$ cat src/rtl/fifo_row_reader_pkg.sv
// Shared definitions for the FIFO row reader and its ring-buffer neighbours.
// Holds the controller state encoding and the default word width that the
// ring buffer and the row reader agree on.
package fifo_row_reader_pkg;

  localparam int WORDLEN_DEF = 8;

  // Encoding is fixed so that waveform viewers and neighbouring blocks agree.
  typedef enum logic [1:0] {
    IDLE    = 2'd0,
    FILL    = 2'd1,
    PRESENT = 2'd2,
    DONE    = 2'd3
  } state_t;

endpackage

$ cat src/rtl/fifo_row_reader_row_assembler.sv
// row_assembler: ROWLEN x WORDLEN lane register with an indexed single-lane
// write and a synchronous clear.
// Ports:
//   clk      clock, rising edge
//   clr      synchronous clear of every lane
//   wr_en    write wr_data into lane wr_idx
//   wr_idx   lane index
//   wr_data  lane data
//   row_data packed lanes, lane k at [k*WORDLEN +: WORDLEN]
module row_assembler
  import fifo_row_reader_pkg::*;
#(
  parameter int WORDLEN = WORDLEN_DEF,
  parameter int ROWLEN  = 4,
  localparam int IDX_W  = $clog2(ROWLEN)
) (
  input  logic                      clk,
  input  logic                      clr,
  input  logic                      wr_en,
  input  logic [IDX_W-1:0]          wr_idx,
  input  logic [WORDLEN-1:0]        wr_data,
  output logic [ROWLEN*WORDLEN-1:0] row_data
);

  logic [ROWLEN-1:0][WORDLEN-1:0] lanes;

  always_ff @(posedge clk) begin
    if (clr) begin
      lanes <= '0;
    end else if (wr_en) begin
      lanes[wr_idx] <= wr_data;
    end
  end

  assign row_data = lanes;

endmodule

$ cat src/rtl/fifo_row_reader.sv
// fifo_row_reader: pops words from the input staging FIFO, packs ROWLEN words
// into one row and offers it to the array edge loader on a valid/ready
// handshake. TILE_ROWS rows are produced per start command, followed by a
// one-cycle tile_done pulse.
// Ports:
//   clk, rstn   clock and synchronous active-low reset
//   start       single-cycle tile start, honoured only in IDLE
//   fifo_empty  FIFO empty flag
//   fifo_rd     FIFO pop strobe (data appears on fifo_dout one cycle later)
//   fifo_dout   FIFO registered read data
//   row_data    packed row, word k at [k*WORDLEN +: WORDLEN]
//   row_valid   row_data valid
//   row_ready   consumer accepts the row
//   busy        high outside IDLE
//   tile_done   one-cycle pulse after the last row of a tile is accepted
module fifo_row_reader
  import fifo_row_reader_pkg::*;
#(
  parameter int WORDLEN   = WORDLEN_DEF,
  parameter int ROWLEN    = 4,
  parameter int TILE_ROWS = 4
) (
  input  logic                      clk,
  input  logic                      rstn,
  input  logic                      start,
  input  logic                      fifo_empty,
  output logic                      fifo_rd,
  input  logic [WORDLEN-1:0]        fifo_dout,
  output logic [ROWLEN*WORDLEN-1:0] row_data,
  output logic                      row_valid,
  input  logic                      row_ready,
  output logic                      busy,
  output logic                      tile_done
);

  localparam int CNT_W = $clog2(ROWLEN + 1);
  localparam int IDX_W = $clog2(ROWLEN);
  localparam int RC_W  = $clog2(TILE_ROWS) + 1;

  localparam logic [CNT_W-1:0] ROW_FULL = CNT_W'(ROWLEN);
  localparam logic [CNT_W-1:0] ROW_LAST = CNT_W'(ROWLEN - 1);
  localparam logic [RC_W-1:0]  TILE_LAST = RC_W'(TILE_ROWS - 1);

  state_t           state, state_nxt;
  logic [CNT_W-1:0] issued;
  logic [CNT_W-1:0] captured;
  logic [RC_W-1:0]  row_cnt;
  logic             rd_pend;
  logic             cap_en;
  logic             last_row;

  // A pop issued this cycle returns data next cycle; rd_pend marks that slot.
  assign cap_en   = rd_pend && (state == FILL);
  assign last_row = (row_cnt == TILE_LAST);

  always_ff @(posedge clk) begin
    if (!rstn) begin
      state <= IDLE;
    end else begin
      state <= state_nxt;
    end
  end

  always_ff @(posedge clk) begin
    if (!rstn) begin
      issued   <= '0;
      captured <= '0;
      row_cnt  <= '0;
      rd_pend  <= 1'b0;
    end else begin
      rd_pend <= fifo_rd;
      unique case (state)
        IDLE: begin
          if (start) begin
            issued   <= '0;
            captured <= '0;
            row_cnt  <= '0;
          end
        end
        FILL: begin
          if (fifo_rd) issued <= issued + 1'b1;
          if (cap_en) captured <= captured + 1'b1;
        end
        PRESENT: begin
          if (row_ready && !last_row) begin
            row_cnt  <= row_cnt + 1'b1;
            issued   <= '0;
            captured <= '0;
          end
        end
        default: ;
      endcase
    end
  end

  always_comb begin
    state_nxt = state;
    fifo_rd   = 1'b0;
    row_valid = 1'b0;
    busy      = 1'b1;
    tile_done = 1'b0;
    unique case (state)
      IDLE: begin
        busy = 1'b0;
        if (start) state_nxt = FILL;
      end
      FILL: begin
        fifo_rd = !fifo_empty && (issued < ROW_FULL);
        // The capture that fills the final lane moves us to PRESENT.
        if (cap_en && (captured == ROW_LAST)) state_nxt = PRESENT;
      end
      PRESENT: begin
        row_valid = 1'b1;
        if (row_ready) state_nxt = last_row ? DONE : FILL;
      end
      DONE: begin
        tile_done = 1'b1;
        state_nxt = IDLE;
      end
      default: state_nxt = IDLE;
    endcase
  end

  row_assembler #(
    .WORDLEN (WORDLEN),
    .ROWLEN  (ROWLEN)
  ) u_row_assembler (
    .clk      (clk),
    .clr      (!rstn),
    .wr_en    (cap_en),
    .wr_idx   (captured[IDX_W-1:0]),
    .wr_data  (fifo_dout),
    .row_data (row_data)
  );

endmodule

$ cat config.mk
export PLATFORM = sky130hd
export DESIGN_NAME = fifo_row_reader
export DESIGN_NICKNAME = d
export VERILOG_FILES = /design/src/rtl/fifo_row_reader_pkg.sv /design/src/rtl/fifo_row_reader_row_assembler.sv /design/src/rtl/fifo_row_reader.sv
export SDC_FILE = /design/constraint.sdc
export NUM_CORES = 1
export LEC_CHECK = 0
export ABC_AREA = 1
export CORE_MARGIN = 2
export CORE_UTILIZATION = 47
export DETAILED_ROUTE_END_ITERATION = 12
export PLACE_DENSITY = 0.78
export SETUP_SLACK_MARGIN = 0.2
export SYNTH_ARGS = -nofsm -noshare
export SYNTH_HDL_FRONTEND = slang
export SYNTH_SLANG_ARGS = --single-unit
$ cat constraint.sdc
create_clock -name clk -period 1.5 [get_ports clk]
set_input_delay 0.375 -clock clk [delete_from_list [all_inputs] [get_ports clk]]
set_output_delay 0.375 -clock clk [all_outputs]
set_load 0.1 [all_outputs]
==> out/qor.txt, run 1 <==
commonest cells in the netlist = 54 x nand2_1, 44 x dfxtp_1, 42 x a21oi_1
Area Growth Syn to Fin = 81.1%
Starting Density = 49.2%
hold_buf cts = 0
core area = 3660 um^2
P per Cell Area = 832 nW/um^2
DP Area = 2780 um^2
Adder-Cell Fraction of Synth Area = 5.55%
Simple-Gate Fraction of Synth Area = 24.7%
Fin. Hold Viols = 0
post-route cell area = 3260 um^2
synth warn = 0
vias = 2,114
final cell count without fillers = 350
Syn Std Cell Area = 1800 um^2
sequential share of the synthesized area = 48.9%
Synth Area in Compound Gates = 14.1%
VDD IR-drop max = 0.642 mV
chip height = 65.9 um
chip width = 65.9 um
placed insts = 329
slew margin rel. = 79.7%
FF-to-FF setup slack = -0.03 ns
number of flops mapped to enable cells by yosys = 0
Distinct cells, synth = 20
WL/cell = 21.9 um
largest fanout on the critical path = 3
Top FF cell, synth = dfxtp_1
fmax = 0.634 GHz
# Max-Cap Violations = 0
Syn Nets = 255
setup ws final = -0.0764 ns
# rows = 22
XOR/XNOR share of the synthesized area = 0%
vias per std cell = 6.04
top area cells in the synthesized netlist = dfxtp_1 49%, a21oi_1 12%, nand2_1 11%, nand3_1 10%, ha_1 5.6%
TritonRoute pass-1 iters = 4
Post-DP HPWL = 3.49 mm
CTS root buffer = clkbuf_8
TNS Setup = -0.133 ns
fin crit share = 105%
worst hold stages = 2
GRT Util Overall = 28.4%
n_diodes = 0
critical path endpoint category = output pin
Routed Antenna Nets = 0
Worst EP arrival = 1.20 ns
# setup viols final = 3
Hold Path Class = reg -> reg
area leader, netlist = dfxtp_1
CTS max path bufs = 2
main combinational cell family by area after synthesis = simple AND/OR/NAND/NOR gates
Syn Inst Count = 234
Setup CP Type = reg -> out
Final nets = 322
largest net degree at the start of global routing = 21
First DRT Iteration DRCs = 260
clock skew = 0.00698 ns
RSZ-0062 raised after global routing = yes
first-pass GRT wire length = 9.34 mm
layout cells sized above 1 = 39.1%
failing checks = setup timing
htree depth = 2
Synth top area share = 48.9%
Final Max Tran Viols = 0
vias in the first global route = 1,986
post-placement setup slack = -0.182 ns
Period minus WS final = 1.58 ns
DR DRC count = 0
multiplexer share of the synthesized area = 0%
Startpoint Class = register
top-count cell post-synth = nand2_1
num ports = 49
Die ar. = 4350 um^2
antenna violations before repair = 0
average size of a mapped cell = 7.71 um^2
Worst-Skew Late Latency = 0.30 ns
outcome = finished with violations
CTS tree = yes
Synth Register Bits = 44
Tightest Pin Transition = 0.303 ns
worst r2r path cells = 7
WL final = 7.67 mm
Port Buffers = 48
CTS clk-pin slew, worst paths = 0.09 ns
asr flop ratio synth = 0%
leakage power = 1.20 nW
CTS buffer count = 5
Critical Path RT = 1.12 ns
Overflow after GRT = 0
# clock sinks = 44
GP Congestion = 0.822
==> kinds of logic (layout without fill, tap and decap cells) <==
| logic type | Yosys count | in the layout |
|---|---|---|
| simple gates | 103 | 103 |
| flops | 44 | 44 |
| fa+ha+maj | 8 | 8 |
| buf+inv | 29 | 97 |
| compound gates | 50 | 50 |
==> cell type report <==
cell class | count | area, um^2
sequential | 44 | 895
inverter | 17 | 78.8
timing repair buffer | 72 | 1120
tap | 48 | 60.1
clock inverter | 1 | 7.51
clock buffer | 7 | 86.3
multi-input combinational | 161 | 1010
fill | 149 | 397
==> metrics by stage <==
step / utilization (%) / hold slack (ns) / power, mW
floorplan: - / 0.426 / 1.56
global placement: 75.9 / 0.440 / 1.76
detailed placement: 75.9 / 0.456 / 1.77
CTS: 83.3 / 0.466 / 2.59
global route: 89.2 / 0.498 / 2.78
finish: 89.2 / 0.470 / 2.72
==> metal layers <==
layer	global-route usage, %	wire length [um]	up-vias	part of all wire [%]
met5	0	0	-	0
met4	10.7	387	0	5.0
met2	49.1	3910	141	51
met3	4.94	634	44	8.3
met1	35.2	2730	1014	36
li1	-	-	915	-
==> what timing repair did <==
item / in CTS / in global routing
setup endpoints to repair: 44 / 48
gates resized for setup: 32 / 34
gates cloned: 1 / 3
setup buffers: 5 / 4
pin swaps: 8 / 11
==> flip-flops by register name, indices dropped and copies added (netlist names) <==
| name | flops |
|---|---|
| issued | 3 |
| state | 2 |
| row_cnt | 3 |
| rd_pend | 1 |
| captured | 3 |
| u_row_assembler.row_data | 32 |
==> worst max-delay path, cell delays in order, from the launching register on <==
cell and delay, ns:
dfxtp_4 0.38, inv_4 0.04, nor2_4 0.11, nand2_2 0.10, clkinvlp_4 0.10, buf_12 0.17
==> power breakdown <==
part           internal [mW]  switching (mW)
Combinational          0.259           0.441
Sequential              1.19          0.0309
Clock                  0.375           0.415
Total                   1.83           0.887
==> cell usage in the layout (no fill, tap or decap), types with 6 or more instances in the layout <==
cell type and count:
a21oi_1 31, a21oi_2 11, buf_12 37, buf_4 14, clkbuf_8 6, clkdlybuf4s50_1 11, dfxtp_1 37, inv_1 12
nand2_1 39, nand2_2 8, nand2_4 7, nand3_1 33, nor2_1 6
==> final timing paths <==
check                         start                      end
min          issued[2]$_SDFFE_PN0P_   issued[2]$_SDFFE_PN0P_
min reg2reg  issued[2]$_SDFFE_PN0P_   issued[2]$_SDFFE_PN0P_
max reg2reg   state[0]$_SDFFE_PN0P_  row_cnt[2]$_SDFFE_PN0P_
max           state[0]$_SDFFE_PN0P_                  fifo_rd
Power figures use the tool's default switching activity.
==> run 2: changes to the inputs <==
Settings changed: CAP_MARGIN set to 20.
==> results of run 2 <==
The final DEF is identical to that of run 1; final timing and power are the same.
==> run 3: changes to the inputs <==
==> constraint.sdc (replaced) <==
create_clock -name clk -period 1.5 [get_ports clk]
set_input_delay 0.3 -clock clk [delete_from_list [all_inputs] [get_ports clk]]
set_output_delay 0.3 -clock clk [all_outputs]
set_load 0.1 [all_outputs]
==> run 3 against run 2 <==
Against the previous run: the flow still finishes with violations (setup timing); die area unchanged; utilization up 1.3 points; clock skew up 0.0036 ns; count of clock-buffer cells in the layout down 1; combinational power up 6.1%; critical endpoint unchanged; highest routed layer unchanged.
==> out/qor.txt, run 3 (synthesis results as in run 1) <==
Routed Antenna Nets = 0 (unchanged)
CP max stage delay = 0.40 ns (+0.02 ns)
chip height = 65.9 um (unchanged)
cell chain of the critical path = inv_6 > nor2_4 > nand2_2 > clkinvlp_4 > buf_12
Final nets = 324 (+0.62%)
P per Cell Area = 872 nW/um^2 (+4.8%)
Final Max Tran Viols = 0 (unchanged)
most common cell after layout, fill and taps aside = nand2_1
CTS tree = yes
Setup CP Type = reg -> out
Area Growth Syn to Fin = 83.7%
DR top layer = met4
slew margin rel. = 65.8% (-14 points)
first-pass GRT wire length = 9.98 mm (+6.9%)
Worst EP arrival = 1.22 ns (+0.02 ns)
CTS clk-pin slew, worst paths = 0.08 ns (about the same)
Port Buffers = 48 (unchanged)
First DRT Iteration DRCs = 226 (-13%)
fin crit share = 102% (-3.6 points)
largest net degree at the start of global routing = 30 (+43%)
chip width = 65.9 um (unchanged)
core area = 3660 um^2 (unchanged)
CP delay by family, top = flip-flops
n_diodes = 0 (unchanged)
# rows = 22 (unchanged)
failing checks = setup timing
# setup viols final = 1 (-2)
Hold Path Class = reg -> reg
Period minus WS final = 1.52 ns (-0.0536 ns)
Post-DP HPWL = 3.43 mm (-1.9%)
Worst-Skew Late Latency = 0.31 ns (about the same)
CTS buffer count = 5 (unchanged)
htree depth = 2 (unchanged)
fmax = 0.657 GHz (+3.5%)
WL/cell = 23.1 um (+5.3%)
met3 wire len = 608 um (-4.1%)
GP Congestion = 0.826 (+0.54%)
vias in the first global route = 2,103 (+5.9%)
antenna violations before repair = 0 (unchanged)
hold_buf cts = 0 (unchanged)
layout cells sized above 1 = 41.4% (+2.4 points)
RSZ-0062 raised after global routing = yes
Starting Density = 49.2% (unchanged)
DP Area = 2760 um^2 (-0.72%)
FF-to-FF setup slack = 0.02 ns (+0.05 ns)
Fin. Hold Viols = 0 (unchanged)
# Max-Cap Violations = 0 (unchanged)
GRT Util Overall = 30.9% (+2.5 points)
post-route cell area = 3310 um^2 (+1.5%)
num ports = 49 (unchanged)
Power, Total = 2.89 mW (+6.3%)
setup ws final = -0.0228 ns (+0.0536 ns)
largest fanout on the critical path = 3 (unchanged)
Die ar. = 4350 um^2 (unchanged)
most frequent cells in the layout = 43 x nand2_1, 38 x dfxtp_1, 38 x buf_12, 30 x nand3_1, 26 x a21oi_1
Overflow after GRT = 0 (unchanged)
Critical Path RT = 1.20 ns (+0.08 ns)
CTS root buffer = clkbuf_8
Finished Core Util = 90.5% (+1.3 points)
vias per std cell = 6.22 (+3.1%)
# clock sinks = 44 (unchanged)
WL final = 8.12 mm (+5.9%)
DR DRC count = 0 (unchanged)
max FFs per register = 32 (unchanged)
VDD IR-drop max = 1.12 mV (+74%)
leakage power = 1.24 nW (+3.0%)
clock skew = 0.0106 ns (+0.00363 ns)
Worst path slowest cell = dfxtp_4
vias = 2,191 (+3.6%)
M1 WL = 2.86 mm (+4.6%)
critical path endpoint category = output pin
outcome = finished with violations
CTS max path bufs = 2 (unchanged)
Startpoint Class = register
WP buf/inv = 3 (unchanged)
Tightest Pin Transition = 0.513 ns (+0.210 ns)
TritonRoute pass-1 iters = 5 (+1)
WL met2 = 4.06 mm (+3.8%)
-- run 3: cell types whose count changed in the layout (fill, tap and decap cells not counted), moves of 3 or more --
| cell | change |
|---|---|
| nand3_2 | +4 |
| nor2_1 | -3 |
| o21ai_0 | -3 |
| a21oi_1 | -5 |
| buf_4 | +3 |
| nand2_1 | +4 |
| a21oi_2 | +5 |
| nand3_1 | -3 |
| nand2_2 | -3 |
-- run 3: per-stage QoR --
step | hold slack, ns | setup TNS, ns | worst slack, ns | instances
2_1_floorplan | 0.425 | 0 | 0.0453 | 234
3_5_place_dp | 0.451 | -0.0869 | -0.0632 | 325
3_3_place_gp | 0.442 | -0.0150 | -0.0150 | 325
5_1_grt | 0.510 | -0.104 | -0.0576 | 352
4_1_cts | 0.473 | 0 | 0.0283 | 347
6_report | 0.487 | -0.0228 | -0.0228 | 352
-- run 3: final timing paths --
check | start | endpoint | depth (start not counted)
setup reg to reg | row_cnt[1]$_SDFFE_PN0P_ | issued[0]$_SDFFE_PN0P_ | 8
hold reg to reg | row_cnt[2]$_SDFFE_PN0P_ | row_cnt[2]$_SDFFE_PN0P_ | 2
hold / removal | row_cnt[2]$_SDFFE_PN0P_ | row_cnt[2]$_SDFFE_PN0P_ | 2
setup / recovery | state[0]$_SDFFE_PN0P_ | fifo_rd | 5
-- run 3: routing by layer --
| metal | track usage, % | vias up |
|---|---|---|
| met5 | 0 | - |
| met4 | 13.0 | 0 |
| met3 | 7.67 | 57 |
| met2 | 55.2 | 158 |
| met1 | 34.7 | 1061 |
| li1 | - | 915 |
-- run 3: worst min-delay path, cell delays in order, from the launching register on --
cell	delay (ns)
dfxtp_1	0.32
nand2_1	0.07
a21oi_1	0.05
-- run 3: power by group --
part | leakage (nW) | switching, mW | internal (mW)
registers | 0.359 | 0.0350 | 1.19
clock network | 0.0552 | 0.422 | 0.495
logic | 0.825 | 0.463 | 0.279
-- run 3: layout make-up --
class | count | area [um^2]
Clock buffer | 6 | 72.6
Multi-Input combinational cell | 161 | 1030
Timing Repair Buffer | 74 | 1130
Sequential cell | 44 | 896
Clock inverter | 2 | 35.0
Fill cell | 124 | 349
Tap cell | 48 | 60.1
Inverter | 17 | 81.3
-- run 3: repair_timing --
action / 4_1_cts / 5_1_grt
pin swaps: 16 / 19
setup buffers: 12 / 4
setup endpoints to repair: 44 / 46
resized for setup: 38 / 39
cloned: 2 / 1
